===== config.mk =====
export PLATFORM = sky130hd
export DESIGN_NAME = uart_rx_frame
export DESIGN_NICKNAME = d
export VERILOG_FILES = /design/src/rtl/uart_pkg.sv /design/src/rtl/uart_os_tick.sv /design/src/rtl/uart_rx_frame.sv
export SDC_FILE = /design/constraint.sdc
export NUM_CORES = 1
export LEC_CHECK = 0
export ABC_AREA = 1
export BUFFER_PORTS_ARGS = -buffer_cell sky130_fd_sc_hd__buf_2
export CAP_MARGIN = 25
export CORE_MARGIN = 2
export CORE_UTILIZATION = 40
export CTS_BUF_LIST = sky130_fd_sc_hd__clkbuf_8
export CTS_CLUSTER_SIZE = 30
export DETAILED_ROUTE_END_ITERATION = 8
export GPL_TIMING_DRIVEN = 0
export PLACE_DENSITY_LB_ADDON = 0.05
export SLEW_MARGIN = 20
export SYNTH_ARGS = -nofsm -noshare
export SYNTH_HDL_FRONTEND = slang
export SYNTH_SLANG_ARGS = --single-unit

===== constraint.sdc =====
create_clock -name clk -period 2.05 [get_ports clk]
set_clock_uncertainty 0.2 [all_clocks]
set_input_delay 0.41 -clock clk [delete_from_list [all_inputs] [get_ports clk]]
set_output_delay 0.41 -clock clk [all_outputs]
set_load 0.01 [all_outputs]

===== src/rtl/uart_pkg.sv =====
// Shared UART definitions: parity modes, receiver state encoding and the
// rounded oversample divider used by the RX and TX front ends.
package uart_pkg;

  localparam int PARITY_NONE = 0;
  localparam int PARITY_EVEN = 1;
  localparam int PARITY_ODD  = 2;

  typedef enum logic [2:0] {
    ST_IDLE,
    ST_START,
    ST_DATA,
    ST_PARITY,
    ST_STOP,
    ST_WAIT_HIGH
  } rx_state_t;

  // Round-to-nearest of clk_hz / (baud * osr).
  function automatic int uart_div(input longint clk_hz, input longint baud, input longint osr);
    longint den;
    den = baud * osr;
    return int'((clk_hz + den / 2) / den);
  endfunction

endpackage


===== src/rtl/uart_os_tick.sv =====
// Oversample strobe generator: one-cycle os_tick every DIV clocks, registered.
// A restart pulse zeroes the phase so the next tick lands DIV+1 clocks later.
module uart_os_tick #(
  parameter int DIV = 14
) (
  input  logic clk,
  input  logic rst,
  input  logic restart,
  output logic os_tick
);

  localparam int CW = (DIV > 1) ? $clog2(DIV) : 1;

  logic [CW-1:0] cnt;

  always_ff @(posedge clk) begin
    if (rst || restart) begin
      cnt     <= '0;
      os_tick <= 1'b0;
    end else if (cnt == CW'(DIV - 1)) begin
      cnt     <= '0;
      os_tick <= 1'b1;
    end else begin
      cnt     <= cnt + 1'b1;
      os_tick <= 1'b0;
    end
  end

endmodule


===== src/rtl/uart_rx_frame.sv =====
// Self-timed UART receiver with 3-sample majority vote and a one-entry valid/ready slot.
// Word appears 1 clk after the last stop decision; a full, unconsumed slot drops the new word.
module uart_rx_frame
  import uart_pkg::*;
#(
  parameter int CLK_FREQ_HZ = 25_000_000,
  parameter int BAUD_RATE   = 115_200,
  parameter int OVERSAMPLE  = 16,
  parameter int DATA_BITS   = 8,
  parameter int PARITY_MODE = 0,
  parameter int STOP_BITS   = 1
) (
  input  logic                 clk,
  input  logic                 rst,
  input  logic                 rx,
  output logic [DATA_BITS-1:0] rx_data,
  output logic                 rx_valid,
  input  logic                 rx_ready,
  output logic                 parity_error,
  output logic                 framing_error,
  output logic                 overrun,
  output logic                 break_det,
  output logic                 busy
);

  localparam int DIV = uart_div(CLK_FREQ_HZ, BAUD_RATE, OVERSAMPLE);
  localparam int MID = OVERSAMPLE / 2;
  localparam int SCW = $clog2(OVERSAMPLE);
  localparam int BCW = $clog2(DATA_BITS);

  if (DIV < 1) begin : g_bad_div
    $error("uart_rx_frame: oversample divider rounds below 1");
  end
  if ((OVERSAMPLE % 2) != 0 || OVERSAMPLE < 8) begin : g_bad_osr
    $error("uart_rx_frame: OVERSAMPLE must be even and at least 8");
  end

  logic                 rx_s1, rx_s2, rx_hist;
  logic                 fall, restart, os_tick, decide, vote;
  logic                 v0, v1;
  logic [SCW-1:0]       scnt;
  logic [BCW-1:0]       bcnt;
  logic [DATA_BITS-1:0] shreg;
  logic                 pe_acc, fe_acc, all_zero;
  rx_state_t            state;

  always_ff @(posedge clk) begin
    if (rst) begin
      rx_s1   <= 1'b1;
      rx_s2   <= 1'b1;
      rx_hist <= 1'b1;
    end else begin
      rx_s1   <= rx;
      rx_s2   <= rx_s1;
      rx_hist <= rx_s2;
    end
  end

  assign fall    = rx_hist & ~rx_s2;
  assign restart = (state == ST_IDLE) && fall;
  assign decide  = os_tick && (scnt == SCW'(MID + 1));
  assign vote    = (v0 & v1) | (v0 & rx_s2) | (v1 & rx_s2);

  uart_os_tick #(.DIV(DIV)) u_os_tick (
    .clk     (clk),
    .rst     (rst),
    .restart (restart),
    .os_tick (os_tick)
  );

  always_ff @(posedge clk) begin
    if (rst) begin
      state         <= ST_IDLE;
      busy          <= 1'b0;
      scnt          <= '0;
      bcnt          <= '0;
      v0            <= 1'b1;
      v1            <= 1'b1;
      shreg         <= '0;
      pe_acc        <= 1'b0;
      fe_acc        <= 1'b0;
      all_zero      <= 1'b0;
      rx_data       <= '0;
      rx_valid      <= 1'b0;
      parity_error  <= 1'b0;
      framing_error <= 1'b0;
      overrun       <= 1'b0;
      break_det     <= 1'b0;
    end else begin
      overrun   <= 1'b0;
      break_det <= 1'b0;
      if (rx_valid && rx_ready) rx_valid <= 1'b0;

      if (os_tick) begin
        scnt <= (scnt == SCW'(OVERSAMPLE - 1)) ? '0 : scnt + 1'b1;
        if (scnt == SCW'(MID - 1)) v0 <= rx_s2;
        if (scnt == SCW'(MID))     v1 <= rx_s2;
      end

      case (state)
        ST_IDLE: begin
          if (fall) begin
            state    <= ST_START;
            busy     <= 1'b1;
            scnt     <= '0;
            bcnt     <= '0;
            pe_acc   <= 1'b0;
            fe_acc   <= 1'b0;
            all_zero <= 1'b1;
          end
        end
        ST_START: begin
          if (decide) begin
            if (vote) begin
              state <= ST_IDLE;
              busy  <= 1'b0;
            end else begin
              state <= ST_DATA;
            end
          end
        end
        ST_DATA: begin
          if (decide) begin
            shreg <= {vote, shreg[DATA_BITS-1:1]};
            if (vote) all_zero <= 1'b0;
            if (bcnt == BCW'(DATA_BITS - 1)) begin
              bcnt  <= '0;
              state <= (PARITY_MODE != PARITY_NONE) ? ST_PARITY : ST_STOP;
            end else begin
              bcnt <= bcnt + 1'b1;
            end
          end
        end
        ST_PARITY: begin
          if (decide) begin
            pe_acc <= (^shreg) ^ vote ^ (PARITY_MODE == PARITY_ODD);
            if (vote) all_zero <= 1'b0;
            state <= ST_STOP;
          end
        end
        ST_STOP: begin
          if (decide) begin
            if (!vote) fe_acc <= 1'b1;
            if (vote) all_zero <= 1'b0;
            if (bcnt == BCW'(STOP_BITS - 1)) begin
              // Commit: a full slot that is not being drained keeps its word.
              if (rx_valid && !rx_ready) begin
                overrun <= 1'b1;
              end else begin
                rx_valid      <= 1'b1;
                rx_data       <= shreg;
                parity_error  <= pe_acc;
                framing_error <= fe_acc | ~vote;
              end
              break_det <= all_zero & ~vote;
              bcnt      <= '0;
              state     <= vote ? ST_IDLE : ST_WAIT_HIGH;
              busy      <= ~vote;
            end else begin
              bcnt <= bcnt + 1'b1;
            end
          end
        end
        ST_WAIT_HIGH: begin
          if (rx_s2) begin
            state <= ST_IDLE;
            busy  <= 1'b0;
          end
        end
        default: begin
          state <= ST_IDLE;
          busy  <= 1'b0;
        end
      endcase
    end
  end

endmodule


Word level (Yosys, flattened, before mapping). Index checks and enable logic that the tools add are counted.

Flip-flop bits (word level): 45. Bits of input ports: 4. Output and inout port bits: 14. Word-level logic and storage cells: 132.

$add $sub $neg: 3. Equality and inequality tests: 23. Multiplexer cells: 42. Bitwise operators: 16. Reduce and logical (&&, ||, !) cells: 27.

Operator list (number): $mux W3 (14); $ne A2 B2 Y1 const B (10); $pmux W3 S6 (1); $mux W1 (17); $eq A4 B4 Y1 const B (4); $mux W4 (4); $reduce_and A4 Y1 (4); $eq A3 B3 Y1 const B (3); $pmux W3 S3 (1); $add A4 B1 Y4 const B (2); $reduce_and A8 Y1 (1); $reduce_xor A8 Y1 (1); $not A1 Y1 (7); $reduce_and A7 Y1 (1); $eq A3 B2 Y1 const B (2); $logic_not A3 Y1 (2); $pmux W1 S2 (3); $reduce_and A2 Y1 (3); $reduce_bool A2 Y1 (3); $and A1 B1 Y1 (5); $pmux W1 S5 (1); $eq A4 B3 Y1 const B (1); $logic_and A1 B1 Y1 (4); $ne A2 B1 Y1 const B (2); 12 further kinds (15).

Depth between registers and ports, before layout.
Word-level depth: 7. Mapped depth: 11. Mapped depth without buffers: 11.

By module. Synthesis repeated with hierarchy kept, for this count alone.

Cells, all modules: 293. Area, all modules: 2153.3 um^2.

Modules (own cells, without submodules): uart_rx_frame (instances 1, cells each 271, area an instance 1960.6 um^2, seq. area each 800.8 um^2); uart_os_tick (instances 1, cells each 22, area an instance 192.7 um^2, seq. area each 100.1 um^2).

Least setup slack after synthesis. No wires, ideal clock.

Path kind: register -> register. From: register scnt[0]. To: register state[2]. Setup time: 130 ps. Arrival time: 1343 ps. Required time: 1720 ps. Path slack: 377 ps. Stages on the path, launching flop included: 9. Path buffers: 0. Period minus slack after synthesis: 1673 ps. Path through: dfxtp_1 > ha_1 > nand2_2 > nor3_4 > o21ai_0 > nor2_2 > nand2_1 > nand2_1 > a21oi_1.

Longest elaborated chain between the ends: 4. Elaborated cells on any way between the ends: 7. Those cells by class: eq/ne (5); reduce/logical (2).

RTL lines: start, declared (line uart_rx_frame.sv:41) `logic [SCW-1:0] scnt;`; start signal, assigned (line uart_rx_frame.sv:95) `scnt <= (scnt == SCW'(OVERSAMPLE - 1)) ? '0 : scnt + 1'b1;`; $eq A4 B4 Y1 (*) (line uart_rx_frame.sv:61) `assign decide = os_tick && (scnt == SCW'(MID + 1));`; $logic_and A1 B1 Y1 (*) (line uart_rx_frame.sv:61); $ne A2 B2 Y1 (no line); $reduce_and A8 Y1 (no line) (*); end signal, assigned (line uart_rx_frame.sv:128) `state <= (PARITY_MODE != PARITY_NONE) ? ST_PARITY : ST_STOP;`; end signal, assigned (line uart_rx_frame.sv:157) `state <= vote ? ST_IDLE : ST_WAIT_HIGH;`; end, declared (line uart_rx_frame.sv:45) `rx_state_t state;`.

Every way passes the cells marked *; elsewhere a longest branch is shown, timed or not. A chain may end at the register's enable or synchronous reset.

Worst setup path in the final report.
From: register scnt[1]. To: register bcnt[2].

Longest elaborated chain between the ends: 4. Elaborated cells on any way between the ends: 5. Those cells by class: eq/ne (3); reduce/logical (2).

RTL lines: $eq A4 B4 Y1 (*) (line uart_rx_frame.sv:61); $logic_and A1 B1 Y1 (*) (line uart_rx_frame.sv:61); $ne A2 B2 Y1 (no line); $reduce_and A4 Y1 (no line) (*); end signal, assigned (line uart_rx_frame.sv:130) `bcnt <= bcnt + 1'b1;`; end signal, assigned (line uart_rx_frame.sv:160) `bcnt <= bcnt + 1'b1;`; end, declared (line uart_rx_frame.sv:42) `logic [BCW-1:0] bcnt;`.

Marked as above.

==> qor.csv <==
stage,metric,value,unit
power_and_ir_drop,leakage,0.00109,µW
layout,share of post-route cells with drive strength above 1,13.8,%
placed_design,dpl cells,372,
synthesis,Synth Warn #,0,
clocking,clock tree sinks,45,
timing,period utilization,92.2,%
layout,"commonest non-fill, non-tap cell in the layout",nor2_1,
placed_design,Placement Setup Slack,0.0849,ns
route,First-pass DRT Iterations,4,
timing,"Slew Viols, Final",0,
synthesis,Syn Std Cell Area,2080,µm²
critical_path,R2R Setup Slk,0.16,ns
clocking,clock-pin slew on the worst setup and hold paths,0.08,ns
clocking,Max H-tree Level,2,
layout,# fillers,579,
route,vias per inst,4.71,
power_and_ir_drop,Sw Pwr,434,µW
die,die area,5800,µm²
global_route,GRT Residual Overflow,0,
timing,Final WS setup,0.159,ns
power_and_ir_drop,switch share,26.7,%
route,routed wl met3,137,µm
die,width of the die,76.2,µm
placed_design,DPL Wire Length,3000,µm
layout,ANT cells,0,
global_route,first-pass GRT wire length,7290,µm
synthesis,dominant synthesized flop cell,dfxtp_1,
route,Starting DRT DRC Count,83,
global_route,largest net degree at the start of global routing,14,
clocking,# hold bufs at CTS,0,
critical_path,reg2reg end,bcnt[2]$_SDFFE_PP0P_,
synthesis,post-synthesis area per instance,7.31,µm²
min_path,Hold EP,rx_s1$_SDFF_PP1_,
critical_path,CP Capture Type,flop,
synthesis,register area share after synthesis,43.2,%
critical_path,CP Max Fanout,8,
route,Post-DRT Antenna Nets,0,
min_path,Hold Path Stages,2,
global_route,GRT Overall Usage,15.4,%
synthesis,number of synthesized flops with an enable pin,0,
layout,most frequent cells in the layout,"nor2_1, dfxtp_1, nand2_1, inv_1",
clocking,Bufs on Longest Clock Path,2,
synthesis,number of distinct library cells after synthesis,28,
route,WL met2,1850,µm
route,Met1 Wirelength,2160,µm
power_and_ir_drop,Clk network pwr share,32.9,%
power_and_ir_drop,internal power,1190,µW
route,routed vias,1795,
route,DRC viols,0,
critical_path,crit path DAT,1.88,ns
timing,relative slew slack,57.8,%
flow_run,total of max-cap violations,0,
synthesis,Synth Instances,285,
die,Starting Density,41.1,%
clocking,CTS tree,done,
power_and_ir_drop,Peak VDD IR,0.432,mV
critical_path,r2r startpoint,scnt[1]$_SDFF_PP0_,
synthesis,syn nets,297,
timing,Hold Fails Final Rpt,0,
global_route,antenna violations before repair,0,
critical_path,Crit path required time,2.04,ns
placed_design,Routability Congestion,0.820,
synthesis,#FFs+latches synth,45,
power_and_ir_drop,Comb pwr share,10.4,%
layout,fin cells,381,
power_and_ir_drop,sequential share of power,56.7,%
route,detailed-route wire length,4190,µm
die,die outline height,76.2,µm
timing,worst-margin pin slew,0.633,ns
die,core box area,5070,µm²
outcome,outcome,finished clean,
timing,# setup viols final,0,
synthesis,Synth async-reset ratio,0,%
global_route,vias in the first global route,1626,
layout,Area Growth Syn to Fin,13.3,%
min_path,worst hold-check path type,in2reg,
min_path,hold_sp,rx,
route,WL per Instance,11.0,µm
clocking,Root Driver,clkbuf_8,
die,I/O pin total,18,
critical_path,Reg2Reg Depth,10,
timing,Tmin final,1.89,ns
placed_design,Buffers on Ports,17,
die,row count,26,
timing,Fmax,0.529,GHz
power_and_ir_drop,PD cells,688,nW/µm²
clocking,Worst-Skew Late Latency,0.30,ns
clocking,Inserted Clock Buffers,5,
critical_path,Startpoint Class,flop,
critical_path,Crit Path Class,reg2reg,
route,top sig layer,met4,
layout,nets,322,
[stage by stage]
step | cell area (µm²) | hold slack (ns) | TNS (ns) | utilization (%) | power [µW]
after global routing | 2360 | 0.101 | -0.0522 | 46.5 | 1720
final | 2360 | 0.0930 | 0 | 46.5 | 1630
after floorplan | 2080 | 0.189 | 0 | - | 1070
after detailed placement | 2260 | 0.204 | 0 | 44.5 | 1110
after CTS | 2340 | 0.0852 | 0 | 46.1 | 1650
after global placement | 2260 | 0.202 | 0 | 44.5 | 1110
[layer usage]
layer  vias to the layer above  global-route usage, %
li1                        965                      -
met1                       803                   20.2
met2                        23                   24.8
met3                         4                   2.84
met4                         0                   6.55
met5                         -                      0
[area by class of cell]
class	count	area, µm²	area share [%]
buffer	7	43.8	1.85
clock inverter	3	13.8	0.583
clock buffer	5	68.8	2.91
timing repair buffer	18	105	4.45
tap	70	87.6	3.71
multi-input combinational	196	1000	42.4
inverter	37	139	5.88
sequential	45	902	38.2
[power by group through the flow]
stage | Combinational (µW) | Clock (µW) | Sequential (µW)
final | 170 | 535 | 921
after global routing | 200 | 590 | 927
after CTS | 171 | 557 | 921
after detailed placement | 170 | 0 | 942
after global placement | 169 | 0 | 941
after floorplan | 130 | 0 | 940
[worst max path at each step]
stage                        from                    endpoint  cells past startpoint
2_1_floorplan  scnt[0]$_SDFF_PP0_       state[2]$_SDFFE_PP0P_                      8
3_3_place_gp   scnt[0]$_SDFF_PP0_  framing_error$_SDFFE_PP0P_                      8
3_5_place_dp   scnt[0]$_SDFF_PP0_     rx_data[5]$_SDFFE_PP0P_                      8
4_1_cts        scnt[0]$_SDFF_PP0_  framing_error$_SDFFE_PP0P_                      8
5_1_grt        scnt[1]$_SDFF_PP0_  framing_error$_SDFFE_PP0P_                     10
6_report       scnt[1]$_SDFF_PP0_        bcnt[2]$_SDFFE_PP0P_                     10
[cells by family (layout without fill, tap and decap cells)]
family | after synthesis | count (layout) | share of synthesized area (%)
AO/OA/AOI/OAI | 62 | 62 | 15.7
XOR/XNOR | 6 | 6 | 2.52
adder cells (fa/ha/maj) | 8 | 8 | 4.80
buffers and inverters | 44 | 70 | 8.76
flip-flops | 45 | 45 | 43.2
AND/OR/NAND/NOR | 120 | 120 | 25.0
[critical path, stage by stage (launching register included)]
cell and delay, ns:
dfxtp_1 0.34, inv_1 0.09, ha_1 0.19, nand2_2 0.07, nor3_4 0.20, buf_12 0.14
o21ai_0 0.09, inv_1 0.11, nand2_2 0.09, o21ai_0 0.19, nor2_1 0.07
[registers in the layout (all words and copies together) (netlist names), 3 cells and up]
name,flops
rx_data,8
shreg,8
scnt,4
u_os_tick.cnt,4
bcnt,3
state,3
[cell usage after synthesis, types with 2 or more instances]
master	instances	area [µm²]
inv_2	2	7.51
nor3_1	4	20.0
o21ai_0	27	135
xnor2_1	3	26.3
nand2_1	37	139
buf_6	2	22.5
xor2_1	3	26.3
nand3_1	16	80.1
nand2_2	3	18.8
dfxtp_1	45	901
a211oi_1	2	15.0
a21oi_1	27	135
nor2_2	3	18.8
nor2_1	51	191
clkbuf_1	3	11.3
buf_2	2	10.0
inv_1	35	131
or2_2	2	12.5
o22ai_1	2	12.5
ha_1	8	100
[repair_timing]
item,CTS,global route
setup endpoints to repair,0,17
buffers inserted,0,1
gates resized for setup,0,1
(Power assumes the default switching activity.)
